### config.mk
export PLATFORM = sky130hd
export DESIGN_NAME = xoodyak_cmd_sequencer
export DESIGN_NICKNAME = d
export VERILOG_FILES = /design/src/rtl/xoodyak_cmd_sequencer.sv
export SDC_FILE = /design/constraint.sdc
export NUM_CORES = 1
export LEC_CHECK = 0
export ABC_CLOCK_PERIOD_IN_PS = 11620
export CORE_AREA = 2 2 437 439
export CTS_BUF_LIST = sky130_fd_sc_hd__clkbuf_4 sky130_fd_sc_hd__clkbuf_8
export CTS_CLUSTER_SIZE = 20
export DETAILED_ROUTE_END_ITERATION = 8
export DIE_AREA = 0 0 439 441
export PLACE_DENSITY = 0.41
export SETUP_SLACK_MARGIN = 0.4
export SLEW_MARGIN = 5
export SYNTH_ARGS = -nofsm -noshare
export SYNTH_HDL_FRONTEND = slang
export SYNTH_SLANG_ARGS = --single-unit
### constraint.sdc
create_clock -name eph1 -period 11.62 [get_ports eph1]
set_input_delay 1.743 -clock eph1 [delete_from_list [all_inputs] [get_ports eph1]]
set_output_delay 1.743 -clock eph1 [all_outputs]
set_load 0.005 [all_outputs]
### src/rtl/xoodyak_cmd_sequencer.sv
// Host command sequencer for the Xoodyak core: latches one command, drives the core until done, queues responses.
// Optional RUN watchdog enabled by defining XOODYAK_SEQ_TIMEOUT_EN.
//
// state | meaning
// IDLE  | core inputs zeroed, waiting for a command (needs a free response slot)
// RUN   | registered opmode/data driven to the core, waiting for core_finished
// GAP   | one cycle with core inputs zeroed so the core sees an idle opmode between commands
module xoodyak_cmd_sequencer #(
    parameter int DATA_W      = 352,
    parameter int TEXT_W      = 192,
    parameter int RSP_DEPTH   = 2,
    parameter int TIMEOUT_CYC = 63
) (
    input  logic              eph1,
    input  logic              reset_n,
    input  logic              cmd_valid,
    output logic              cmd_ready,
    input  logic [4:0]        cmd_op,
    input  logic [DATA_W-1:0] cmd_data,
    output logic [4:0]        core_opmode,
    output logic [DATA_W-1:0] core_data,
    input  logic [TEXT_W-1:0] core_textout,
    input  logic              core_finished,
    output logic              rsp_valid,
    input  logic              rsp_ready,
    output logic [TEXT_W-1:0] rsp_text,
    output logic [2:0]        rsp_op,
    output logic              rsp_err,
    output logic              busy
);

    localparam int AW = $clog2(RSP_DEPTH);
    localparam int EW = TEXT_W + 4;

    if (RSP_DEPTH < 2 || (1 << AW) != RSP_DEPTH) begin : g_bad_depth
        $error("RSP_DEPTH must be a power of two >= 2");
    end
    if (TIMEOUT_CYC < 1) begin : g_bad_timeout
        $error("TIMEOUT_CYC must be >= 1");
    end

    typedef enum logic [1:0] {
        IDLE = 2'd0,
        RUN  = 2'd1,
        GAP  = 2'd2
    } state_t;

    state_t              state, state_nxt;
    logic [4:0]          op_q;
    logic [DATA_W-1:0]   data_q;
    logic                start_ok;
    logic                accept, illegal, load, push, pop;
    logic [EW-1:0]       push_entry;
    logic [EW-1:0]       fifo_mem [RSP_DEPTH];
    logic [AW:0]         wr_ptr, rd_ptr;
    logic                empty, full;
    logic [EW-1:0]       head;

    assign empty   = (wr_ptr == rd_ptr);
    assign full    = (wr_ptr[AW] != rd_ptr[AW]) && (wr_ptr[AW-1:0] == rd_ptr[AW-1:0]);
    // start_ok keeps cmd_ready low during reset and until the first edge after release
    assign cmd_ready = start_ok && (state == IDLE) && !full;
    assign accept    = cmd_valid && cmd_ready;
    assign illegal   = (cmd_op[2:0] == 3'd0) || cmd_op[3];
    assign busy      = (state != IDLE);

    assign core_opmode = (state == RUN) ? op_q   : 5'd0;
    assign core_data   = (state == RUN) ? data_q : '0;

`ifdef XOODYAK_SEQ_TIMEOUT_EN
    localparam int TW = $clog2(TIMEOUT_CYC + 1);
    logic [TW-1:0] tmo_cnt;

    // Loaded so that terminal count is seen in the TIMEOUT_CYC-th RUN cycle
    always_ff @(posedge eph1 or negedge reset_n) begin
        if (!reset_n) begin
            tmo_cnt <= '0;
        end else if (load) begin
            tmo_cnt <= TW'(TIMEOUT_CYC - 1);
        end else if (state == RUN && tmo_cnt != '0) begin
            tmo_cnt <= tmo_cnt - TW'(1);
        end
    end
`endif

    always_comb begin
        state_nxt  = state;
        load       = 1'b0;
        push       = 1'b0;
        push_entry = '0;
        case (state)
            IDLE: begin
                if (accept) begin
                    if (illegal) begin
                        push       = 1'b1;
                        push_entry = {{TEXT_W{1'b0}}, cmd_op[2:0], 1'b1};
                    end else begin
                        load      = 1'b1;
                        state_nxt = RUN;
                    end
                end
            end
            RUN: begin
                if (core_finished) begin
                    push       = 1'b1;
                    push_entry = {core_textout, op_q[2:0], 1'b0};
                    state_nxt  = GAP;
                end
`ifdef XOODYAK_SEQ_TIMEOUT_EN
                else if (tmo_cnt == '0) begin
                    push       = 1'b1;
                    push_entry = {{TEXT_W{1'b0}}, op_q[2:0], 1'b1};
                    state_nxt  = GAP;
                end
`endif
            end
            GAP:     state_nxt = IDLE;
            default: state_nxt = IDLE;
        endcase
    end

    always_ff @(posedge eph1 or negedge reset_n) begin
        if (!reset_n) begin
            state    <= IDLE;
            start_ok <= 1'b0;
            op_q     <= 5'd0;
            data_q   <= '0;
        end else begin
            state    <= state_nxt;
            start_ok <= 1'b1;
            if (load) begin
                op_q   <= cmd_op;
                data_q <= cmd_data;
            end
        end
    end

    // Response FIFO; a push never meets a full FIFO because acceptance required a free slot
    assign pop  = rsp_valid && rsp_ready;
    assign head = fifo_mem[rd_ptr[AW-1:0]];

    always_ff @(posedge eph1) begin
        if (push) begin
            fifo_mem[wr_ptr[AW-1:0]] <= push_entry;
        end
    end

    always_ff @(posedge eph1 or negedge reset_n) begin
        if (!reset_n) begin
            wr_ptr <= '0;
            rd_ptr <= '0;
        end else begin
            if (push) wr_ptr <= wr_ptr + (AW+1)'(1);
            if (pop)  rd_ptr <= rd_ptr + (AW+1)'(1);
        end
    end

    assign rsp_valid = !empty;
    assign rsp_text  = rsp_valid ? head[EW-1:4] : '0;
    assign rsp_op    = rsp_valid ? head[3:1]    : 3'd0;
    assign rsp_err   = rsp_valid ? head[0]      : 1'b0;

endmodule

==> results of run 1 <==
-- through the flow --
stage / util / cell area, um^2 / hold slack, ns
floorplan: - / 33300 / 0.444
global placement: 0.248 / 46900 / 0.464
detailed placement: 0.248 / 46900 / 0.471
CTS: 0.265 / 50100 / 0.488
global route: 0.265 / 50100 / 0.506
finish: 0.265 / 50100 / 0.486
-- cell families (layout without fill, tap and decap cells) --
family	count (synthesis)	after routing
compound gates	8	8
xor+xnor	8	8
buf+inv	169	1409
flops	756	756
mux	552	552
other cells	1	21
simple gates	760	760
-- path summary, 6_finish.rpt --
kind,from,endpoint,slack [ns]
worst max-delay path,rd_ptr[0],rsp_text[86],5.86
worst min-delay path,op_q[3],op_q[3],0.49
worst max register to register,state[1],fifo_mem[0][64],7.41
worst min register to register,op_q[3],op_q[3],0.49
max in group asynchronous,reset_n,data_q[202],8.59
min in group asynchronous,reset_n,data_q[247],0.78
-- state kept, by name, summed over array words and instances (netlist names) --
name      cells
fifo_mem    392
data_q      352
op_q          5
rd_ptr        2
state         2
wr_ptr        2
start_ok      1
-- placed cells by master (no fill, tap or decap), types with 3 or more instances in the layout --
master           instances
clkdlybuf4s50_1       1107
edfxtp_1               392
dfrtp_1                363
and2_1                 359
mux2_4                 300
nor2_1                 199
mux2i_1                196
and3_1                 192
clkbuf_8               176
clkbuf_4                60
mux2_2                  56
buf_4                   25
diode_2                 20
clkinv_2                11
clkinv_1                11
buf_12                   5
xnor2_1                  4
clkinvlp_4               4
a22o_1                   3
xor2_1                   3
nand2_1                  3
inv_6                    3
-- power groups by stage --
stage	Clock (mW)	Sequential (mW)	Combinational [mW]
after global routing	3.13	4.31	5.33
after floorplan	0	4.04	2.45
after global placement	0	4.25	5.09
final	2.85	4.20	4.99
after detailed placement	0	4.23	5.09
after CTS	3.00	4.22	5.11
-- per-layer routing --
| metal | routed length, um | vias to the layer above | global-route usage |
|---|---|---|---|
| met5 | 109 | - | 0 |
| met4 | 3340 | 18 | 0.0502 |
| met3 | 10300 | 193 | 0.0517 |
| met2 | 67900 | 736 | 0.226 |
| met1 | 50900 | 11164 | 0.147 |
| li1 | - | 10216 | - |
-- synth_stat cells, drive strengths merged --
cell	number	share of area
inv	2	0.00023
edfxtp	392	0.35
nand3	1	0.00015
buf	49	0.014
o21ai	1	0.00015
xnor2	4	0.0011
mux2i	196	0.059
o21bai	1	0.00023
nor3	1	0.00015
nor2b	2	0.00038
or3	1	0.00019
clkbuf	118	0.013
a22o	3	0.00079
conb	1	0.00011
nand2	3	0.00034
a21oi	1	0.00015
dfrtp	364	0.27
mux2	356	0.15
nor2	200	0.023
o2bb2ai	1	0.00026
and3	192	0.036
o2111ai	1	0.00026
and2	359	0.067
xor2	4	0.0013
nand2b	1	0.00019
-- cell type report --
class                           instances  area share
Clock inverter                         33     0.00474
Multi-Input combinational cell       1329       0.230
Inverter                                2    0.000150
Antenna cell                           20    0.000999
Tap cell                             2511      0.0627
Sequential cell                       756       0.417
Clock buffer                          236      0.0573
Timing Repair Buffer                 1138       0.227
==> impl_metrics.xml, run 1 <==
<?xml version="1.0" encoding="UTF-8"?>
<metrics>
  <group name="floorplan">
    <metric name="fp.coreArea" unit="um^2">189000</metric>
    <metric name="chipHeight" unit="um">441</metric>
    <metric name="io_pins" unit="">1110</metric>
    <metric name="floorplan.initialDensity" unit="">0.176</metric>
    <metric name="floorplan.die_area" unit="um^2">194000</metric>
    <metric name="die-width" unit="um">439</metric>
    <metric name="std_cell_rows" unit="">160</metric>
  </group>
  <group name="worst_setup_path">
    <metric name="crit_required" unit="ns">9.88</metric>
    <metric name="path_delay_family" unit="">buffers and inverters</metric>
    <metric name="worst_setup_path_start_kind" unit="">flop</metric>
    <metric name="crit_path_max_delay_cell_type" unit="">buf_4</metric>
    <metric name="reg2reg_depth" unit="">7</metric>
    <metric name="arrival" unit="ns">4.02</metric>
    <metric name="critical_path.max_stage_delay" unit="ns">0.86</metric>
    <metric name="critical-path-top-cell-by-count" unit="">buf_4</metric>
    <metric name="cp_cell_sequence" unit="">xor2_2 -&gt; nor2_4 -&gt; buf_4 -&gt; buf_4 -&gt; nor2_1 -&gt; clkdlybuf4s50_1</metric>
    <metric name="critical_path_buf_inv_count" unit="">3</metric>
    <metric name="cp_num_cells" unit="">6</metric>
    <metric name="endpoint_kind" unit="">output port</metric>
    <metric name="worstSetupPathType" unit="">reg2out</metric>
    <metric name="cp_max_fo" unit="">86</metric>
  </group>
  <group name="timing">
    <metric name="worst_clock_skew" unit="ns">0.0410</metric>
    <metric name="rsz_0062_raised_after_global_routing" unit="">no</metric>
    <metric name="layout_worst_path_cycle_share" unit="">0.496</metric>
    <metric name="fin_setup_tns" unit="ns">0</metric>
    <metric name="hold_viol_final" unit="">0</metric>
    <metric name="tightest_slew" unit="ns">1.05</metric>
    <metric name="final_period_minus_worst_setup_slack" unit="ns">5.76</metric>
    <metric name="setup_slack" unit="ns">5.86</metric>
    <metric name="setup_viol_count_final" unit="">0</metric>
    <metric name="maxSlewViolCount" unit="">0</metric>
    <metric name="slew-limit-headroom" unit="">0.299</metric>
    <metric name="max_clk_rate" unit="GHz">0.174</metric>
  </group>
  <group name="yosys">
    <metric name="gate_count_post_synth" unit="">2254</metric>
    <metric name="synth_sequential_area_ratio" unit="">0.627</metric>
    <metric name="synth.yosys.warnings" unit="">0</metric>
    <metric name="synth_area_per_cell" unit="um^2">14.8</metric>
    <metric name="synthAdderAreaFrac" unit="">0</metric>
    <metric name="synth_compound_area_frac" unit="">0.00184</metric>
    <metric name="netlist-cell-type-count" unit="">30</metric>
    <metric name="synthMuxAreaShare" unit="">0.213</metric>
    <metric name="synth_fp_nets" unit="">2808</metric>
    <metric name="post_syn_area" unit="um^2">33300</metric>
    <metric name="yosys_register_bits" unit="">756</metric>
    <metric name="synth_top_family_by_area" unit="">multiplexers</metric>
    <metric name="synth_simple_gate_area_frac" unit="">0.128</metric>
    <metric name="post_synth_xor_area_fraction" unit="">0.00233</metric>
  </group>
  <group name="cts">
    <metric name="root_buffer" unit="">clkbuf_8</metric>
    <metric name="h-tree-depth" unit="">4</metric>
    <metric name="cts_tree" unit="">yes</metric>
    <metric name="path_clk_slew" unit="ns">0.05</metric>
    <metric name="post-cts-setup-buffers" unit="">0</metric>
    <metric name="cts-root-to-sink-buffers" unit="">3</metric>
    <metric name="post_cts_resized" unit="">0</metric>
    <metric name="cts_bufs_inserted" unit="">153</metric>
    <metric name="cts.hold.buffers_added" unit="">0</metric>
    <metric name="insertion_delay" unit="ns">0.87</metric>
    <metric name="cts.sinks" unit="">756</metric>
  </group>
  <group name="finish">
    <metric name="layout.nets" unit="">3934</metric>
    <metric name="multi_input_logic_area" unit="um^2">11500</metric>
    <metric name="final-seq-area" unit="um^2">20900</metric>
    <metric name="final-instance-count-excl-fill" unit="">6025</metric>
    <metric name="filler_cell_count" unit="">19682</metric>
    <metric name="area_delta_synth_final" unit="%">50.6</metric>
    <metric name="post_route_cells_drive_above_1_share" unit="">0.187</metric>
  </group>
  <group name="route">
    <metric name="drt_pass1_iterations" unit="">4</metric>
    <metric name="vias" unit="">22327</metric>
    <metric name="post_detailed_route_count_of_antenna_violating_nets" unit="">0</metric>
    <metric name="drc" unit="">0</metric>
    <metric name="dr.first_iter.drc_count" unit="">1019</metric>
    <metric name="post_drt_wl_per_cell" unit="um">22.0</metric>
    <metric name="average_via_count_per_standard_cell" unit="">3.71</metric>
    <metric name="route.final.wire_length" unit="um">133000</metric>
  </group>
  <group name="placed_design">
    <metric name="pre_cts_ws" unit="ns">5.80</metric>
    <metric name="place.detailed.hpwl" unit="um">92800</metric>
    <metric name="gp_congestion" unit="">0.830</metric>
    <metric name="dpl.cell_count" unit="">5736</metric>
    <metric name="buffer_ports.inserted" unit="">1109</metric>
  </group>
  <group name="power">
    <metric name="pwr_density_cell" unit="nW/um^2">240</metric>
    <metric name="intPower" unit="mW">8.15</metric>
    <metric name="p_leak" unit="nW">20.9</metric>
    <metric name="power.combinational.fraction" unit="">0.414</metric>
    <metric name="switching_share" unit="">0.323</metric>
    <metric name="p_seq_frac" unit="">0.349</metric>
    <metric name="clkPwrFrac" unit="">0.237</metric>
    <metric name="p_switching" unit="mW">3.89</metric>
    <metric name="peakVddDrop" unit="uV">190</metric>
    <metric name="power" unit="mW">12.0</metric>
  </group>
  <group name="global_route">
    <metric name="grt.overflow.total" unit="">0</metric>
    <metric name="globalRouteTotalUtil" unit="">0.132</metric>
    <metric name="pin_count_of_the_biggest_net_entering_global_routing" unit="">191</metric>
    <metric name="grt_pass1_vias" unit="">23512</metric>
    <metric name="number_of_antenna_violations_at_the_first_check_in_global_routing" unit="">37</metric>
    <metric name="grt_first_pass_wirelength" unit="um">182000</metric>
  </group>
  <group name="status">
    <metric name="run_status" unit="">complete, no violations</metric>
  </group>
  <group name="flow_run">
    <metric name="maxCapViolations" unit="">0</metric>
  </group>
  <group name="worst_hold_path">
    <metric name="min_path_cells" unit="">1</metric>
    <metric name="worst_hold_path_type" unit="">reg2reg</metric>
  </group>
</metrics>
No activity file was read; power rests on OpenSTA's default activity.
==> inputs of run 2 (changes only) <==
Settings changed: ABC_CLOCK_PERIOD_IN_PS 11620 to 5000.
Clock period 11.62 ns to 5 ns, I/O delays scaled along.
==> run 2 against run 1 <==
  * Via count up 0.43%
  * Non-clock buffer count up 35
  * Sequential cell count unchanged
  * Design area increased by 1.2%
  * Sequential share of layout area down 0.48 points
  * Combinational power is 130% higher
  * Clock skew hardly changed
  * Worst hold slack worse by 0.30 ns
  * Global-route usage is 0.54 points higher
  * First-iteration DRC count grew 9.9%
==> impl_metrics.xml, run 2 (same netlist as run 1, synthesis figures left out) <==
<?xml version="1.0" encoding="UTF-8"?>
<metrics>
  <group name="worst_setup_path">
    <metric name="cp_cell_sequence" unit="">xor2_2 -&gt; nor2_4 -&gt; buf_12 -&gt; buf_4 -&gt; inv_1 -&gt; clkdlybuf4s50_1</metric>
    <metric name="r2r_slack" unit="ns">1.79</metric>
    <metric name="crit_start" unit="">rd_ptr[0]</metric>
    <metric name="critical_path_buf_inv_count" unit="">4</metric>
    <metric name="cp_max_fo" unit="">119</metric>
    <metric name="path_delay_family" unit="">buffers and inverters</metric>
    <metric name="critical_path.max_stage_delay" unit="ns">0.65</metric>
    <metric name="crit_path_max_delay_cell_type" unit="">dfrtp_4</metric>
    <metric name="endpoint_kind" unit="">output port</metric>
    <metric name="cp_num_cells" unit="">6</metric>
    <metric name="crit_required" unit="ns">4.25</metric>
    <metric name="worst_setup_path_start_kind" unit="">flop</metric>
    <metric name="arrival" unit="ns">3.46</metric>
    <metric name="timing.rr.start" unit="">rd_ptr[0]</metric>
    <metric name="worstReg2RegEnd" unit="">data_q[294]</metric>
    <metric name="worstSetupPathType" unit="">reg2out</metric>
    <metric name="reg2reg_depth" unit="">5</metric>
  </group>
  <group name="cts">
    <metric name="insertion_delay" unit="ns">0.89</metric>
    <metric name="path_clk_slew" unit="ns">0.06</metric>
    <metric name="cts_tree" unit="">yes</metric>
    <metric name="cts.sinks" unit="">756</metric>
    <metric name="h-tree-depth" unit="">4</metric>
    <metric name="post_cts_resized" unit="">0</metric>
    <metric name="cts_bufs_inserted" unit="">152</metric>
    <metric name="cts-root-to-sink-buffers" unit="">3</metric>
    <metric name="root_buffer" unit="">clkbuf_8</metric>
  </group>
  <group name="floorplan">
    <metric name="fp.coreArea" unit="um^2">189000</metric>
    <metric name="io_pins" unit="">1110</metric>
    <metric name="floorplan.die_area" unit="um^2">194000</metric>
    <metric name="std_cell_rows" unit="">160</metric>
    <metric name="floorplan.initialDensity" unit="">0.176</metric>
    <metric name="die-width" unit="um">439</metric>
    <metric name="chipHeight" unit="um">441</metric>
  </group>
  <group name="route">
    <metric name="post_detailed_route_count_of_antenna_violating_nets" unit="">0</metric>
    <metric name="post_drt_wl_per_cell" unit="um">22.7</metric>
    <metric name="dr.first_iter.drc_count" unit="">1120</metric>
    <metric name="drt_pass1_iterations" unit="">4</metric>
    <metric name="drc" unit="">0</metric>
    <metric name="vias" unit="">22422</metric>
    <metric name="route.final.wire_length" unit="um">138000</metric>
    <metric name="average_via_count_per_standard_cell" unit="">3.70</metric>
  </group>
  <group name="power">
    <metric name="p_seq_frac" unit="">0.348</metric>
    <metric name="p_leak" unit="nW">21.2</metric>
    <metric name="peakVddDrop" unit="uV">567</metric>
    <metric name="p_switching" unit="mW">8.95</metric>
    <metric name="power.combinational.fraction" unit="">0.413</metric>
    <metric name="intPower" unit="mW">19.1</metric>
    <metric name="switching_share" unit="">0.319</metric>
    <metric name="clkPwrFrac" unit="">0.239</metric>
    <metric name="pwr_density_cell" unit="nW/um^2">554</metric>
    <metric name="power" unit="mW">28.1</metric>
  </group>
  <group name="worst_hold_path">
    <metric name="min_path_cells" unit="">3</metric>
    <metric name="hold_end" unit="">state[0]</metric>
    <metric name="worst_hold_path_type" unit="">in2reg</metric>
    <metric name="min-delay-start" unit="">core_finished</metric>
  </group>
  <group name="placed_design">
    <metric name="place.detailed.hpwl" unit="um">99800</metric>
    <metric name="buffer_ports.inserted" unit="">1109</metric>
    <metric name="gp_congestion" unit="">0.822</metric>
    <metric name="dpl.cell_count" unit="">5769</metric>
  </group>
  <group name="timing">
    <metric name="rsz_0062_raised_after_global_routing" unit="">no</metric>
    <metric name="max_clk_rate" unit="GHz">0.238</metric>
    <metric name="maxSlewViolCount" unit="">0</metric>
    <metric name="fin_hold_ws" unit="ns">0.189</metric>
    <metric name="setup_viol_count_final" unit="">0</metric>
    <metric name="layout_worst_path_cycle_share" unit="">0.841</metric>
    <metric name="worst_clock_skew" unit="ns">0.0411</metric>
    <metric name="fin_setup_tns" unit="ns">0</metric>
    <metric name="hold_viol_final" unit="">0</metric>
    <metric name="slew-limit-headroom" unit="">0.259</metric>
    <metric name="final_period_minus_worst_setup_slack" unit="ns">4.21</metric>
    <metric name="tightest_slew" unit="ns">1.11</metric>
  </group>
  <group name="global_route">
    <metric name="pin_count_of_the_biggest_net_entering_global_routing" unit="">126</metric>
    <metric name="grt_pass1_vias" unit="">23677</metric>
    <metric name="globalRouteTotalUtil" unit="">0.137</metric>
    <metric name="number_of_antenna_violations_at_the_first_check_in_global_routing" unit="">43</metric>
    <metric name="grt.overflow.total" unit="">0</metric>
    <metric name="grt_first_pass_wirelength" unit="um">187000</metric>
  </group>
  <group name="status">
    <metric name="run_status" unit="">complete, no violations</metric>
  </group>
  <group name="finish">
    <metric name="layout_commonest_cell" unit="">clkdlybuf4s50_1</metric>
    <metric name="final-instance-count-excl-fill" unit="">6064</metric>
    <metric name="area_delta_synth_final" unit="%">52.3</metric>
    <metric name="layout.nets" unit="">3968</metric>
    <metric name="largest_register_ff_count" unit="">392</metric>
    <metric name="post_route_cells_drive_above_1_share" unit="">0.195</metric>
    <metric name="layout.cells.most_common_list" unit="">clkdlybuf4s50_1, edfxtp_1, dfrtp_1</metric>
  </group>
  <group name="flow_run">
    <metric name="maxCapViolations" unit="">0</metric>
  </group>
</metrics>
[run 2: changes by cell type in the layout (fill, tap and decap cells not counted), sizes merged]
cell	previous run	this run
dlygate4sd3	0	1
bufinv	2	3
inv	5	11
clkbuf	236	237
buf	31	65
clkinv	24	18
diode	20	22
[run 2: final cells by class]
type,count,area [um^2]
multi-input combinational,1329,11500
clock inverter,34,320
inverter,2,7.51
sequential,756,20900
clock buffer,237,2820
timing repair buffer,1173,11900
tap,2511,3140
fill,19716,138000
antenna,22,55.1
[run 2: per-layer routing]
| metal | up-vias | GRT usage | wire, um |
|---|---|---|---|
| met5 | - | 0 | 92 |
| met4 | 14 | 0.0544 | 4030 |
| met3 | 229 | 0.0493 | 9860 |
| met2 | 737 | 0.233 | 69800 |
| met1 | 11169 | 0.156 | 53800 |
| li1 | 10273 | - | - |
[run 2: through the flow]
stage	cell area, um^2	worst slack (ns)	utilization
3_5_place_dp	47500	1.32	0.251
2_1_floorplan	33300	0.386	-
3_3_place_gp	47500	1.37	0.251
6_report	50700	0.793	0.268
4_1_cts	50600	0.461	0.268
5_1_grt	50700	0.444	0.268
[run 2: how the worst max path moves through the flow]
stage | end | slack [ns]
global placement | rsp_text[42] | 1.37
CTS | rsp_valid | 0.46
floorplan | fifo_mem[0][0] | 0.39
detailed placement | rsp_valid | 1.32
global route | rsp_valid | 0.44
finish | rsp_valid | 0.79
[run 2: what timing repair did]
action	in CTS	in global routing
endpoints found under the hold margin	89	0
hold buffers	1	0
buffers inserted	1	0
setup endpoints to repair	79	0
[run 2: power groups by stage]
stage | Clock (mW) | Sequential, mW | Combinational (mW)
4_1_cts | 7.07 | 9.78 | 11.9
2_1_floorplan | 0 | 9.35 | 5.71
5_1_grt | 7.32 | 10.0 | 12.4
3_5_place_dp | 0 | 9.87 | 11.8
6_report | 6.72 | 9.77 | 11.6
3_3_place_gp | 0 | 9.87 | 11.7
[run 2: worst reg2reg max path, cell delays in order (launching register included)]
cell,delay (ns)
dfrtp_4,0.65
xor2_2,0.25
o2111ai_2,0.35
or3_4,0.51
buf_12,0.66
mux2_2,0.64
